===== src/rtl/j1_io_pkg.sv =====
`default_nettype none
// +-----------------------------------------------------------------+
// | j1_io_pkg : IO address map and UART state encoding for j1 IO.   |
// | Rev 1.0                                                         |
// +-----------------------------------------------------------------+
package j1_io_pkg;

  localparam logic [15:0] ADDR_LED       = 16'h1000;
  localparam logic [15:0] ADDR_UART_DATA = 16'h2000;
  localparam logic [15:0] ADDR_UART_STAT = 16'h2001;
  localparam logic [15:0] ADDR_TICKS     = 16'h4000;
  localparam logic [15:0] ADDR_BUTTONS   = 16'h8000;

  typedef enum logic [1:0] {
    UART_IDLE  = 2'd0,
    UART_START = 2'd1,
    UART_DATA  = 2'd2,
    UART_STOP  = 2'd3
  } uart_state_e;

endpackage
`default_nettype wire


===== src/rtl/j1_io_ports_uart_tx_core.sv =====
`default_nettype none
// +-----------------------------------------------------------------+
// | uart_tx_core : 8N1 transmitter, BAUD_DIV clocks per bit.        |
// | Rev 1.0                                                         |
// +-----------------------------------------------------------------+
module uart_tx_core
  import j1_io_pkg::*;
#(
  parameter int BAUD_DIV = 104
) (
  input  logic       clk,
  input  logic       resetq,
  input  logic       start,
  input  logic [7:0] data,
  output logic       busy,
  output logic       tx
);

  uart_state_e state_q, state_d;
  logic [15:0] baud_q, baud_d;
  logic [2:0]  bit_q, bit_d;
  logic [7:0]  shift_q, shift_d;
  logic        tx_q, tx_d;
  logic        baud_last;

  assign baud_last = (baud_q == 16'(BAUD_DIV - 1));

  always_comb begin
    state_d = state_q;
    baud_d  = baud_q;
    bit_d   = bit_q;
    shift_d = shift_q;
    tx_d    = tx_q;
    case (state_q)
      UART_IDLE: begin
        tx_d = 1'b1;
        if (start) begin
          state_d = UART_START;
          shift_d = data;
          baud_d  = 16'd0;
          bit_d   = 3'd0;
          tx_d    = 1'b0;
        end
      end
      UART_START: begin
        if (baud_last) begin
          baud_d  = 16'd0;
          state_d = UART_DATA;
          tx_d    = shift_q[0];
        end else begin
          baud_d = baud_q + 16'd1;
        end
      end
      UART_DATA: begin
        if (baud_last) begin
          baud_d = 16'd0;
          if (bit_q == 3'd7) begin
            state_d = UART_STOP;
            tx_d    = 1'b1;
          end else begin
            // tx takes the next bit while the shifter advances under it
            bit_d   = bit_q + 3'd1;
            shift_d = {1'b0, shift_q[7:1]};
            tx_d    = shift_q[1];
          end
        end else begin
          baud_d = baud_q + 16'd1;
        end
      end
      UART_STOP: begin
        if (baud_last) begin
          baud_d  = 16'd0;
          state_d = UART_IDLE;
          tx_d    = 1'b1;
        end else begin
          baud_d = baud_q + 16'd1;
        end
      end
      default: begin
        state_d = UART_IDLE;
        tx_d    = 1'b1;
      end
    endcase
  end

  always_ff @(posedge clk or negedge resetq) begin
    if (!resetq) begin
      state_q <= UART_IDLE;
      baud_q  <= 16'd0;
      bit_q   <= 3'd0;
      shift_q <= 8'd0;
      tx_q    <= 1'b1;
    end else begin
      state_q <= state_d;
      baud_q  <= baud_d;
      bit_q   <= bit_d;
      shift_q <= shift_d;
      tx_q    <= tx_d;
    end
  end

  assign busy = (state_q != UART_IDLE);
  assign tx   = tx_q;

endmodule
`default_nettype wire


===== src/rtl/j1_io_ports.sv =====
`default_nettype none
// +-----------------------------------------------------------------+
// | j1_io_ports : j1 CPU IO block (LEDs, UART TX, ticks, buttons).  |
// | Define IO_TICKS_EN to include the tick counter. Rev 1.0         |
// +-----------------------------------------------------------------+
module j1_io_ports
  import j1_io_pkg::*;
#(
  parameter int WIDTH    = 32,
  parameter int BAUD_DIV = 104
) (
  input  logic             clk,
  input  logic             resetq,
  input  logic             io_wr,
  input  logic [15:0]      mem_addr,
  input  logic [WIDTH-1:0] dout,
  output logic [WIDTH-1:0] io_din,
  input  logic [3:0]       buttons,
  output logic [7:0]       leds,
  output logic             uart_tx
);

  logic [7:0]       leds_q, leds_d;
  logic [3:0]       btn_meta_q, btn_sync_q;
  logic             uart_start;
  logic             uart_busy;
  logic [WIDTH+7:0] dout_ext;
  logic             unused_dout_hi;

  // Padding lets the LED byte be taken from any WIDTH, even below 8.
  assign dout_ext       = {8'd0, dout};
  assign unused_dout_hi = ^dout_ext[WIDTH+7:8];

  assign uart_start = io_wr && (mem_addr == ADDR_UART_DATA);

  always_comb begin
    leds_d = leds_q;
    if (io_wr && (mem_addr == ADDR_LED)) leds_d = dout_ext[7:0];
  end

  always_ff @(posedge clk or negedge resetq) begin
    if (!resetq) begin
      leds_q     <= 8'd0;
      btn_meta_q <= 4'd0;
      btn_sync_q <= 4'd0;
    end else begin
      leds_q     <= leds_d;
      btn_meta_q <= buttons;
      btn_sync_q <= btn_meta_q;
    end
  end

`ifdef IO_TICKS_EN
  logic [WIDTH-1:0] ticks_q, ticks_d;

  always_comb begin
    ticks_d = ticks_q + WIDTH'(1);
    if (io_wr && (mem_addr == ADDR_TICKS)) ticks_d = '0;
  end

  always_ff @(posedge clk or negedge resetq) begin
    if (!resetq) ticks_q <= '0;
    else         ticks_q <= ticks_d;
  end
`endif

  always_comb begin
    io_din = '0;
    case (mem_addr)
      ADDR_LED:       io_din = WIDTH'(leds_q);
      ADDR_UART_STAT: io_din = WIDTH'(uart_busy);
`ifdef IO_TICKS_EN
      ADDR_TICKS:     io_din = ticks_q;
`endif
      ADDR_BUTTONS:   io_din = WIDTH'(btn_sync_q);
      default:        io_din = '0;
    endcase
  end

  uart_tx_core #(
    .BAUD_DIV(BAUD_DIV)
  ) u_uart_tx_core (
    .clk   (clk),
    .resetq(resetq),
    .start (uart_start),
    .data  (dout_ext[7:0]),
    .busy  (uart_busy),
    .tx    (uart_tx)
  );

  assign leds = leds_q;

endmodule
`default_nettype wire

===== config.mk =====
export PLATFORM = sky130hd
export DESIGN_NAME = j1_io_ports
export DESIGN_NICKNAME = d
export VERILOG_FILES = /design/src/rtl/j1_io_pkg.sv /design/src/rtl/j1_io_ports_uart_tx_core.sv /design/src/rtl/j1_io_ports.sv
export SDC_FILE = /design/constraint.sdc
export NUM_CORES = 1
export LEC_CHECK = 0
export ABC_AREA = 1
export CORE_MARGIN = 2
export CORE_UTILIZATION = 50
export DETAILED_ROUTE_END_ITERATION = 10
export PLACE_DENSITY = 0.93
export SLEW_MARGIN = 25
export SYNTH_ARGS = -nofsm -noshare
export SYNTH_HDL_FRONTEND = slang
export SYNTH_SLANG_ARGS = --single-unit

===== constraint.sdc =====
create_clock -name clk -period 2.3 [get_ports clk]
set_input_delay 0.46 -clock clk [delete_from_list [all_inputs] [get_ports clk]]
set_output_delay 0.46 -clock clk [all_outputs]
set_load 0.05 [all_outputs]

* Word-level counts from Yosys, hierarchy flattened
Cells that the tools add are included.
** Storage, ports and cells
- Register bits after elaboration :: 46
- Bits of input ports :: 55
- Output and inout port bits :: 41
- Logic and storage cells :: 58
** Operators by class
- Add/subtract/negate cells :: 2
- Equal/unequal tests :: 15
- Mux-type cells :: 24
- Reductions and logical operators :: 9
** Operator list (number)
- equality test 16 x 14 -> 1 bit, second input constant :: 2
- 2-to-1 mux 16 bit :: 2
- one-hot mux 16 bit (2 select lines) :: 1
- 2-to-1 mux 8 bit :: 3
- one-hot mux 8 bit (3 select lines) :: 1
- adder 16 x 1 -> 16 bit, second input constant :: 1
- equality test 16 x 13 -> 1 bit, second input constant :: 1
- equality test 16 bit, second input constant :: 1
- equality test 16 x 7 -> 1 bit, second input constant :: 1
- one-hot mux 8 bit (2 select lines) :: 1
- 2-to-1 mux 2 bit :: 5
- != test 2 x 1 -> 1 bit, second input constant :: 5
- 2-to-1 mux 3 bit :: 3
- one-hot mux 2 bit (4 select lines) :: 1
- one-hot mux 3 bit (2 select lines) :: 1
- 2-to-1 mux 1 bit :: 5
- AND reduction 5 bit :: 1
- equality test 2 bit, second input constant :: 2
- one-hot mux 1 bit (4 select lines) :: 1
- AND reduction 4 bit :: 1
- nonzero test 2 bit :: 2
- adder 3 x 1 -> 3 bit, second input constant :: 1
- equality test 3 bit, second input constant :: 1
- AND reduction 3 bit :: 1
- 5 further kinds :: 6

* Longest topological paths before layout
Gate-level depths: netlist of the first run.
- Depth in word-level cells :: 4
- Gate-level depth with buffers :: 11
- Gate-level depth less buffers :: 10

* By module
From an unflattened synthesis of the first run, not the netlist that was laid out.
** Unflattened totals
- Cell total of the unflattened synthesis :: 379
- Area total of the unflattened synthesis :: 2836.5 µm²
** By module, submodules not included
- uart_tx_core :: instances 1, cells an instance 264, area an instance 1843.0 µm², seq. area each 752.0 µm²
- j1_io_ports :: instances 1, cells an instance 115, area an instance 993.5 µm², seq. area each 400.4 µm²

* Least setup slack after synthesis of the first run
No wires, ideal clock.
- Kind :: in2out
- From :: input port mem_addr[12]
- To :: output port io_din[1]
- Arrival time :: 2021 ps
- Data required time :: 1840 ps
- Setup slack :: -181 ps
- Cell stages on the path :: 3
- Path buffers :: 0
- Path through :: nor4_1 -> nand3_1 -> o21ai_0
** On the way
- Word-level cells in the longest chain between the ends :: 2
- Elaborated cells between the ends (all ways) :: 4
- Classes of those cells :: eq/ne (3); mux (1)
** Ends and longest elaborated chain
- start: declaration :: RTL line j1_io_ports.sv:15 : input logic [15:0] mem_addr,
- equality test 16 bit (tied with other cells) :: RTL line j1_io_ports.sv:69 : case (mem_addr)
- one-hot mux 8 bit (3 select lines) * :: RTL line j1_io_ports.sv:69
- end: declaration :: RTL line j1_io_ports.sv:17 : output logic [WIDTH-1:0] io_din,
Every way passes the cells marked *; elsewhere a longest branch is shown, timed or not.

* Worst setup path in the final report of the first run
- From :: input port mem_addr[13]
- To :: output port io_din[0]
The elaborated chain is that of the path after synthesis.

==> results of run 1 <==
logic make-up after synthesis:
| kind of cell | synth area share [%] |
|---|---|
| and+or+nand+nor | 34.4 |
| buffers and inverters | 14.8 |
| DFF | 38.7 |
| AOI/OAI and AO/OA | 7.72 |
| adders and majority gates | 3.36 |
| xor gates and xnor gates | 0.882 |
| other | 0.126 |
how the worst max path moves through the flow:
stage	from	endpoint	slack [ns]	depth (start not counted)
final	mem_addr[13]	io_din[0]	-0.05	8
after global routing	mem_addr[13]	io_din[0]	-0.1	8
after CTS	mem_addr[15]	io_din[0]	0.0004	8
after detailed placement	mem_addr[2]	io_din[7]	-0.16	9
after global placement	mem_addr[3]	io_din[3]	-0.06	10
after floorplan	mem_addr[12]	io_din[1]	-0.18	3
layout make-up:
cell class	count	area, um2	area share (%)
Timing Repair Buffer	65	684	18.4
Tap cell	75	93.8	2.52
Clock inverter	3	21.3	0.571
Clock buffer	5	68.8	1.85
Antenna cell	1	2.50	0.0672
Inverter	44	165	4.43
Multi-Input combinational cell	299	1540	41.3
Sequential cell	46	1150	30.9
per-layer routing:
| metal | vias to the layer above | share of wire [%] | track usage, % | wire length, um |
|---|---|---|---|---|
| met5 | - | 0 | 0 | 0 |
| met4 | 0 | 2.5 | 8.81 | 183 |
| met3 | 14 | 7.3 | 5.56 | 524 |
| met2 | 115 | 50 | 38.3 | 3580 |
| met1 | 1277 | 41 | 25.7 | 2930 |
| li1 | 1353 | - | - | - |
layout by cell type (no fill, tap or decap), drive strengths merged:
cell           Yosys  layout
clkdlybuf4s50      0      23
nand2            121     121
dfstp              1       1
nand4             24      24
clkinvlp           0       1
dlymetal6s2s       0       6
conb               1      24
xor2               3       3
ha                 8       8
clkinv             0       2
clkbuf             1       5
buf               36      27
and3b              1       1
dlygate4sd2        0       9
inv               44      44
o21bai             2       2
dfrtp             45      45
nor2              48      48
or2                1       1
nand3             28      28
nor4               1       1
diode              0       1
nor3               2       2
o21ai             32      32
a21oi              3       3
a31oi              1       1
worst max-delay path: stages:
cell             delay, ns
clkdlybuf4s50_1       0.55
inv_2                 0.06
nor2_1                0.12
nand2_1               0.09
nor2_2                0.17
nand4_1               0.17
nand3_2               0.13
buf_12                0.14
sequential cells by signal, summed over array words and instances, names as in the netlist:
name,count
leds,8
btn_sync_q,4
btn_meta_q,4
u_uart_tx_core.tx,1
u_uart_tx_core.baud_q,16
u_uart_tx_core.state_q,2
u_uart_tx_core.shift_q,8
u_uart_tx_core.bit_q,3
per-stage QoR:
stage,worst slack [ns],cells,TNS (ns),total power [W]
after floorplan,-0.181,426,-0.543,0.00206
after global routing,-0.0990,537,-0.194,0.00296
after global placement,-0.0611,524,-0.404,0.00217
after CTS,0.000434,534,0,0.00274
final,-0.0515,538,-0.0515,0.00274
after detailed placement,-0.156,524,-0.982,0.00225
repair_timing:
item	4_1_cts	5_1_grt
resized for setup	21	18
setup buffers	2	3
pin swaps	12	11
endpoints found under the setup margin	8	8
power breakdown:
part           switching (W)  internal [W]
combinational       0.000840      0.000349
sequential         0.0000987      0.000956
clock               0.000281      0.000214
total                0.00122       0.00152
==> metrics.md, run 1 <==
| Metric | Value |
|---|---|
| Status | finished with violations |
| Failing checks | negative setup slack |
| Synth top area share | 37.8% |
| Clock tree from TritonCTS | done |
| Mean Syn Cell Area | 7.40 um2 |
| DR vias/cell | ~5.1 |
| Wire per inst | between 10 and 15 um |
| Top-Level Pins | between 90 and 100 |
| Clock period minus worst slack | 2.35 ns |
| Peak supply drop | 0.358 mV |
| Clock Skews | 0.0114 ns |
| Yosys warning total | 0 |
| Die area | ~0.0066 mm2 |
| Crit path DAT | roughly 1.9 ns |
| Num rows | 28 |
| DRC violations left | 0 |
| Post-route ant nets | 0 |
| Fmax | around 430 MHz |
| Synthesized flop and latch total | between 40 and 50 |
| Area contributors post-synth | dfrtp_1 38%, nand2_1 14%, buf_4 6.8% |
| Leakage power | 1.85 nW |
| Drt pass-1 iters | 5 |
| Reg2reg path depth | 7 |
| Core area | 0.00585 mm2 |
| Die H | between 80 and 90 um |
| Util after Layout | 63.7% |
| Slew margin rel. | 64.5% |
| EDFF count, synth | 0 |
| Initial antenna violation count | 0 |
| Worst slew pin tran | roughly 0.53 ns |
| Pwr dens | 735 mW/mm2 |
| List of most frequent post-synthesis cells | 112 x nand2_1, 45 x dfrtp_1, 43 x nor2_1, 40 x inv_1, 27 x buf_4 |
| Cells after Synth | 403 |
| Post-route setup slack | -0.0515 ns |
| GRT overflow | 0 |
| Placed Area | about 0.0035 mm2 |
| GP Congestion | between 0.9 and 1 |
| Min Hold Slack | 0.102 ns |
| Clk buf depth | 2 |
| Final HPWL from detailed placement | 5280 um |
| Initial Util | 50.9% |
| Post-route cell area | 0.00373 mm2 |
| Global-route wire length before repair | 11300 um |
| Crit Path Max Fanout | 2 |
| Startpoint types | input pin |
| Worst reg2reg startpoint | u_uart_tx_core.state_q[0] |
| Synth Flop Type | dfrtp_1 |
| Vias post-DR | 2759 |
| Iteration-0 DRC Markers | about 190 |
| Total wire length | ~7200 um |
| Worst-Skew Late Latency | 0.30 ns |
| Clock root cell | clkbuf_8 |
| Vias in the first global route | 2575 |
| Setup violators final | 1 |
| Reg-to-Reg End | u_uart_tx_core.shift_q[2] |
| Die Width | 81.2 um |
| Total global-route track usage | between 20% and 30% |
| Final Net Count | 524 |
| Yosys cell types | 30 |
| Final hold violation count | 0 |
| FILL cells | between 400 and 500 |
| Largest net degree at the start of global routing | 23 |
| Seq/Total Area, Yosys | about 39% |
| Async S/R FF share, synth | 100% |
| CTS H-Tree Depth | 2 |
| Clock sinks | between 40 and 50 |
| Share of cells above drive strength 1 | between 10% and 20% |
| Top-count cell post-synth | nand2_1 |
| Hold/Removal Path Class | in2async |
| Mapped cell area | approximately 0.0030 mm2 |
| Max_cap viols | 0 |
| Register clock-pin slew on the reported worst setup and hold paths | ~0.090 ns |
| Synth-to-Final Area Change | 25.0% |
| Hold Buf Count CTS | 0 |
| Fin. max-slew vios | 0 |
| Largest area contributor in the netlist | dfrtp_1 |
| Worst Setup End Kind | output port |
| CP Class | in2out |
| Setup slack, reg-to-reg | ~0.27 ns |
| WP data required | 1.84 ns |
| Fin crit share | 102% |
| Port bufs | between 40 and 50 |
| Num CTS Buffers | 5 |
Note: power is estimated with default switching activity, not from simulation.
==> inputs of run 2 (changes only) <==
- CELL_PAD_IN_SITES_DETAIL_PLACEMENT: default -> 2
- CELL_PAD_IN_SITES_GLOBAL_PLACEMENT: default -> 2
- CORE_UTILIZATION: 50 -> 23
- PLACE_DENSITY: 0.93 -> 0.84
- clock period: 2.3 -> 2.01 ns (I/O delays scaled with it)
==> metrics.md, run 2 (synthesis gave the netlist of run 1 again) <==
| Metric | Value |
|---|---|
| Status | finished, final reports clean |
| Initial antenna violation count | 0 (unchanged) |
| Setup TNS Final | 0 ns (+0.0515 ns) |
| Register clock-pin slew on the reported worst setup and hold paths | 0.07 ns (-0.02 ns) |
| GP Congestion | 0.831 (-7.9%) |
| Total wire length | 9900 um (+37%) |
| Number of flip-flops under the largest register name | 16 (unchanged) |
| Largest net degree at the start of global routing | 27 (+17%) |
| GRT overflow | 0 (unchanged) |
| Antenna cells | 0 (-1) |
| Worst slack, placed | -0.451 ns (-0.295 ns) |
| Initial Util | 23.6% (-27 points) |
| CP cell instances | clkdlybuf4s50_1 |
| Clock Skews | 0.00543 ns (-0.00594 ns) |
| Global-route wire length before repair | 16600 um (+47%) |
| Crit path DAT | 1.56 ns (-0.33 ns) |
| Drt pass-1 iters | 4 (-1) |
| Port bufs | 47 (unchanged) |
| Iteration-0 DRC Markers | 67 (-65%) |
| NetSw | 0.00157 W (+29%) |
| Worst Setup End Kind | output port |
| Crit Path Max Fanout | 3 (+1) |
| Die Width | 118 um (+45%) |
| Seq pwr share | 32.5% (-6.0 points) |
| Hold Buf Count CTS | 0 (unchanged) |
| Inst Count DP | 626 (+19%) |
| FILL cells | 1495 (+220%) |
| Min Hold Slack | 0.0933 ns (-0.00860 ns) |
| Clock sinks | 46 (unchanged) |
| Final Net Count | 530 (+1.1%) |
| Worst-Skew Late Latency | 0.29 ns (about the same) |
| Sw frac | 42.2% (-2.4 points) |
| Int Pwr | 0.00215 W (+42%) |
| Combinational group share of total power | 41.3% (-2.1 points) |
| DRC violations left | 0 (unchanged) |
| DR vias/cell | 4.40 (-14%) |
| Peak supply drop | 0.389 mV (+8.7%) |
| Slew margin rel. | 63.2% (-1.3 points) |
| Num CTS Buffers | 5 (unchanged) |
| Setup violators final | 0 (-1) |
| Fin. max-slew vios | 0 (unchanged) |
| Core area | 0.0126 mm2 (+120%) |
| Vias post-DR | 2818 (+2.1%) |
| Post-route setup slack | 0.0514 ns (+0.103 ns) |
| Max_cap viols | 0 (unchanged) |
| Vias in the first global route | 3159 (+23%) |
| Post-route ant nets | 0 (unchanged) |
| Critical path's top delay family | buffers and inverters |
| Util after Layout | 31.1% (-33 points) |
| Final HPWL from detailed placement | 7430 um (+41%) |
| Wire per inst | 15.5 um (+15%) |
| Synth-to-Final Area Change | 31.7% |
| Top-Level Pins | 96 (unchanged) |
| Num rows | 41 (+46%) |
| Leakage power | 1.86 nW (+0.51%) |
| Pwr dens | 948 mW/mm2 (+29%) |
| Clock share of power | 26.3% (+8.2 points) |
| Largest register by flop count | u_uart_tx_core.baud_q |
| Fin crit share | around 100% |
| Clock tree from TritonCTS | done |
| Startpoint types | register |
| Share of cells above drive strength 1 | 23.7% (+5.3 points) |
| CP Class | reg2out |
| Total global-route track usage | 14.9% (-7.0 points) |
| Die H | 118 um (+45%) |
| Die area | 0.0139 mm2 (+110%) |
| WP data required | 1.61 ns (-0.23 ns) |
| Hold/Removal Path Class | in2async |
| Critical Path Max Stage Delay | 0.84 ns (+0.29 ns) |
| Commonest non-fill, non-tap cell in the layout | nand2_1 |
| Clock period minus worst slack | 1.96 ns |
| Commonest non-fill, non-tap cells in the layout | 109 x nand2_1, 45 x dfrtp_1, 35 x inv_1, 35 x nor2_1 |
| Fmax | 511 MHz |
| CTS H-Tree Depth | 2 (unchanged) |
| Clock root cell | clkbuf_16 |
| CP Buf/Inv Count | 1 (-2) |
| Final hold violation count | 0 (unchanged) |
| Crit-path slowest cell | clkdlybuf4s50_1 |
| Worst slew pin tran | 0.552 ns (+0.0197 ns) |
| Finished Layout Cells | 640 (+19%) |
| Clk buf depth | 2 (unchanged) |
==> run 2: cell types whose count changed in the layout (fill, tap and decap cells not counted), moves of 5 or more <==
| cell | change |
|---|---|
| clkbuf_2 | +9 |
| dlygate4sd2_1 | -9 |
| buf_2 | +6 |
| buf_4 | +6 |
| dlymetal6s2s_1 | -6 |
| clkbuf_16 | +5 |
| clkbuf_8 | -5 |
==> run 2: cell type report <==
class	instances	area, um2	area share [%]
Multi-Input combinational cell	299	1560	39.8
Clock inverter	3	43.8	1.12
Tap cell	172	215	5.48
Inverter	44	165	4.21
Clock buffer	5	125	3.19
Sequential cell	46	1150	29.3
Timing Repair Buffer	71	661	16.8
==> run 2: routing by layer <==
layer / part of all wire, % / global-route usage, % / up-vias
li1: - / - / 1366
met1: 43 / 18.3 / 1381
met2: 53 / 27.4 / 64
met3: 3.4 / 2.71 / 7
met4: 0.58 / 2.41 / 0
met5: 0 / 0 / -
==> run 2: final timing paths <==
path,slack (ns),startpoint,depth (start not counted),end
worst min-delay path,0.09,resetq,1,btn_sync_q[1]
min in group clk,0.36,btn_meta_q[0],0,btn_sync_q[0]
max in group asynchronous,1.38,resetq,2,u_uart_tx_core.baud_q[8]
worst max-delay path,0.05,leds[2],1,leds[2]
worst min register to register,0.36,btn_meta_q[0],0,btn_sync_q[0]
worst max register to register,0.19,u_uart_tx_core.bit_q[0],7,u_uart_tx_core.shift_q[4]
==> run 2: metrics by stage <==
| step | instance area (um2) | total power [W] |
|---|---|---|
| after global routing | 3930 | 0.00401 |
| after floorplan | 3080 | 0.00235 |
| final | 3930 | 0.00372 |
| after detailed placement | 3710 | 0.00274 |
| after global placement | 3710 | 0.00264 |
| after CTS | 3950 | 0.00376 |
==> run 2: power by group through the flow <==
stage / logic, W / registers [W] / clock network (W)
after global routing: 0.00173 / 0.00123 / 0.00105
after floorplan: 0.00112 / 0.00123 / 0
after CTS: 0.00155 / 0.00121 / 0.00100
after detailed placement: 0.00152 / 0.00122 / 0
final: 0.00154 / 0.00121 / 0.000977
after global placement: 0.00143 / 0.00121 / 0
==> run 2: repair_timing <==
item                                    CTS  global route
endpoints found under the setup margin    8             8
buffers inserted                          5             1
resized for setup                        57            23
pin swaps                                17            19
endpoints found under the hold margin     0             0
==> inputs of run 3 (changes only) <==
- CORE_ASPECT_RATIO: default -> 1.5
- CORE_MARGIN: 2 -> default
- CORE_UTILIZATION: 23 -> 27
- PLACE_DENSITY: 0.84 -> 0.92
- clock period: 2.01 -> 2.3 ns (I/O delays scaled with it)
==> metrics.md, run 3 (synthesis gave the netlist of run 1 again) <==
| Metric | Value |
|---|---|
| Reg2reg path depth | 8 (+1) |
| Wire per inst | 17.7 um (+15%) |
| Initial antenna violation count | 1 (+1) |
| Die H | 131 um (+11%) |
| Number of flip-flops under the largest register name | 16 (unchanged) |
| CP Buf/Inv Count | 3 (+2) |
| Hold/Removal Path Class | in2async |
| Crit-path slowest cell | nor4_4 |
| GRT Max-Usage Layer | met2 |
| CP cell instances | dlygate4sd2_1, nor4_4, nand3_4, o21ai_2, buf_4, buf_12 |
| Critical Path Max Stage Delay | 0.42 ns (-0.42 ns) |
| Drt pass-1 iters | 4 (unchanged) |
| Inst Count DP | 592 (-5.4%) |
| Critical path's top delay family | simple AND/OR/NAND/NOR gates |
| CP Class | in2out |
| WP data required | 1.84 ns (+0.23 ns) |
| Initial Util | 28.0% (+4.4 points) |
| Worst Setup End Kind | output port |
| Final Net Count | 525 (-0.94%) |
| Met3 Use GR | 3.58% (+0.87 points) |
| Clock tree from TritonCTS | done |
| Vias in the first global route | 3244 (+2.7%) |
| GP Congestion | 0.878 (+5.6%) |
| Crit Path Max Fanout | 3 (unchanged) |
| Iteration-0 DRC Markers | 85 (+27%) |
| Top-Level Pins | 96 (unchanged) |
| Die area | 0.0115 mm2 (-17%) |
| Fin. max-slew vios | 0 (unchanged) |
| Global-route track usage on met1 | 17.6% (-0.69 points) |
| Placed Area | 0.00361 mm2 (-2.7%) |
| CTS H-Tree Depth | 2 (unchanged) |
| Worst reg2reg startpoint | u_uart_tx_core.state_q[0] |
| Clock period minus worst slack | 2.24 ns |
| Reg-to-Reg End | u_uart_tx_core.shift_q[0] |
| Commonest non-fill, non-tap cell in the layout | nand2_1 |
| Synth-to-Final Area Change | 30.1% |
| Final HPWL from detailed placement | 8080 um (+8.8%) |
| Num rows | 46 (+12%) |
| Total global-route track usage | 19.5% (+4.6 points) |
| Die Width | 87.8 um (-26%) |
| Register clock-pin slew on the reported worst setup and hold paths | 0.07 ns (about the same) |
| Post-route setup slack | 0.0649 ns (+0.0135 ns) |
| Setup TNS Final | 0 ns (unchanged) |
| Final hold violation count | 0 (unchanged) |
| DR vias/cell | 4.80 (+9.0%) |
| Startpoint types | input pin |
| Largest register by flop count | u_uart_tx_core.baud_q |
| Fmax | approximately 450 MHz |
| Crit path DAT | 1.78 ns (+0.22 ns) |
| Global-route wire length before repair | 16700 um (+0.63%) |
| Hold Buf Count CTS | 0 (unchanged) |
| Share of cells above drive strength 1 | 17.7% (-6.0 points) |
| Min Hold Slack | 0.0372 ns (-0.0561 ns) |
| Status | finished, final reports clean |
| Clock sinks | 46 (unchanged) |
| Worst slack, placed | -0.411 ns (+0.0401 ns) |
| RSZ-0062 raised after global routing | yes |
| GRT overflow | 0 (unchanged) |
| Worst slew pin tran | 0.566 ns (+0.0140 ns) |
| DRC violations left | 0 (unchanged) |
| Port bufs | 47 (unchanged) |
| Core area | 0.0106 mm2 (-16%) |
| Max_cap viols | 0 (unchanged) |
| Pwr dens | 803 mW/mm2 (-15%) |
| Post-route cell area | 0.00388 mm2 (-1.3%) |
| Total wire length | 10800 um (+8.8%) |
| Setup violators final | 0 (unchanged) |
| Slew margin rel. | 62.2% (-0.94 points) |
| Leakage power | 1.84 nW (-1.3%) |
| Peak supply drop | 0.281 mV (-28%) |
| Clock root cell | clkbuf_16 |
| Setup slack, reg-to-reg | 0.19 ns (about the same) |
| Num CTS Buffers | 5 (unchanged) |
| Finished Layout Cells | 608 (-5.0%) |
| Met2 usage | 41.2% (+14 points) |
| Post-route ant nets | 0 (unchanged) |
| Clk buf depth | 2 (unchanged) |
| Worst-Skew Late Latency | 0.30 ns (about the same) |
| Clock Skews | 0.00443 ns (-0.00100 ns) |
| Largest net degree at the start of global routing | 37 (+37%) |
| Fin crit share | slightly below 100% |
| Commonest non-fill, non-tap cells in the layout | 111 x nand2_1, 45 x dfrtp_1, 38 x inv_1 |
| Vias post-DR | 2919 (+3.6%) |
run 3: cell count changes in the layout (fill, tap and decap cells not counted), sizes merged:
cell and change:
buf -12, clkdlybuf4s50 +1, clkdlybuf4s15 -1, clkinvlp +1, clkbuf -9, dlygate4sd2 +16, bufinv -1, diode +1
run 3: metrics by stage:
stage | total power [W] | utilization, %
CTS | 0.00315 | 36.1
floorplan | 0.00206 | -
detailed placement | 0.00237 | 33.9
finish | 0.00311 | 36.4
global placement | 0.00227 | 33.9
global route | 0.00330 | 36.4
run 3: cell type report:
class | instances | area [um2]
Tap cell | 144 | 180
Multi-Input combinational cell | 299 | 1560
Timing Repair Buffer | 66 | 668
Inverter | 44 | 168
Clock inverter | 3 | 25.0
Antenna cell | 1 | 2.50
Fill cell | 1246 | 6770
Clock buffer | 5 | 125
Sequential cell | 46 | 1150
run 3: repair_timing:
item                                    4_1_cts  5_1_grt
gates resized for setup                      39        3
buffers inserted                              5        2
hold endpoints to repair                      0        0
endpoints found under the setup margin        8        4
gates cloned                                  0        0
pin swaps                                    18        3
run 3: worst register-to-register path, delay by kind of cell (launching register included):
family	cells	cell delay [ns]
simple gates	4	0.86
flops	1	0.42
fa+ha+maj	1	0.25
compound gates	1	0.25
buf+inv	2	0.22
run 3: how the worst max path moves through the flow:
stage	start	endpoint	slack [ns]	cells past startpoint
after global placement	mem_addr[15]	io_din[1]	-0.26	7
after floorplan	mem_addr[12]	io_din[1]	-0.18	3
after CTS	mem_addr[2]	io_din[3]	0.04	10
after global routing	mem_addr[4]	io_din[6]	-0.007	10
final	mem_addr[12]	io_din[1]	0.06	6
after detailed placement	mem_addr[15]	io_din[3]	-0.41	7
run 3: routing by layer:
metal	routed length [um]	vias to the layer above	share of wire [%]
li1	-	1354	-
met4	228	0	2.1
met3	472	17	4.4
met1	3770	1467	35
met2	6300	81	58
met5	0	-	0
run 3: where the power goes:
| part | internal (W) | switching, W | leakage, nW | total (W) |
|---|---|---|---|---|
| clock | 0.000410 | 0.000359 | 0.0704 | 0.000769 |
| sequential | 0.000957 | 0.000113 | 0.603 | 0.00107 |
| combinational | 0.000350 | 0.000924 | 1.16 | 0.00127 |
| total | 0.00172 | 0.00140 | 1.84 | 0.00311 |
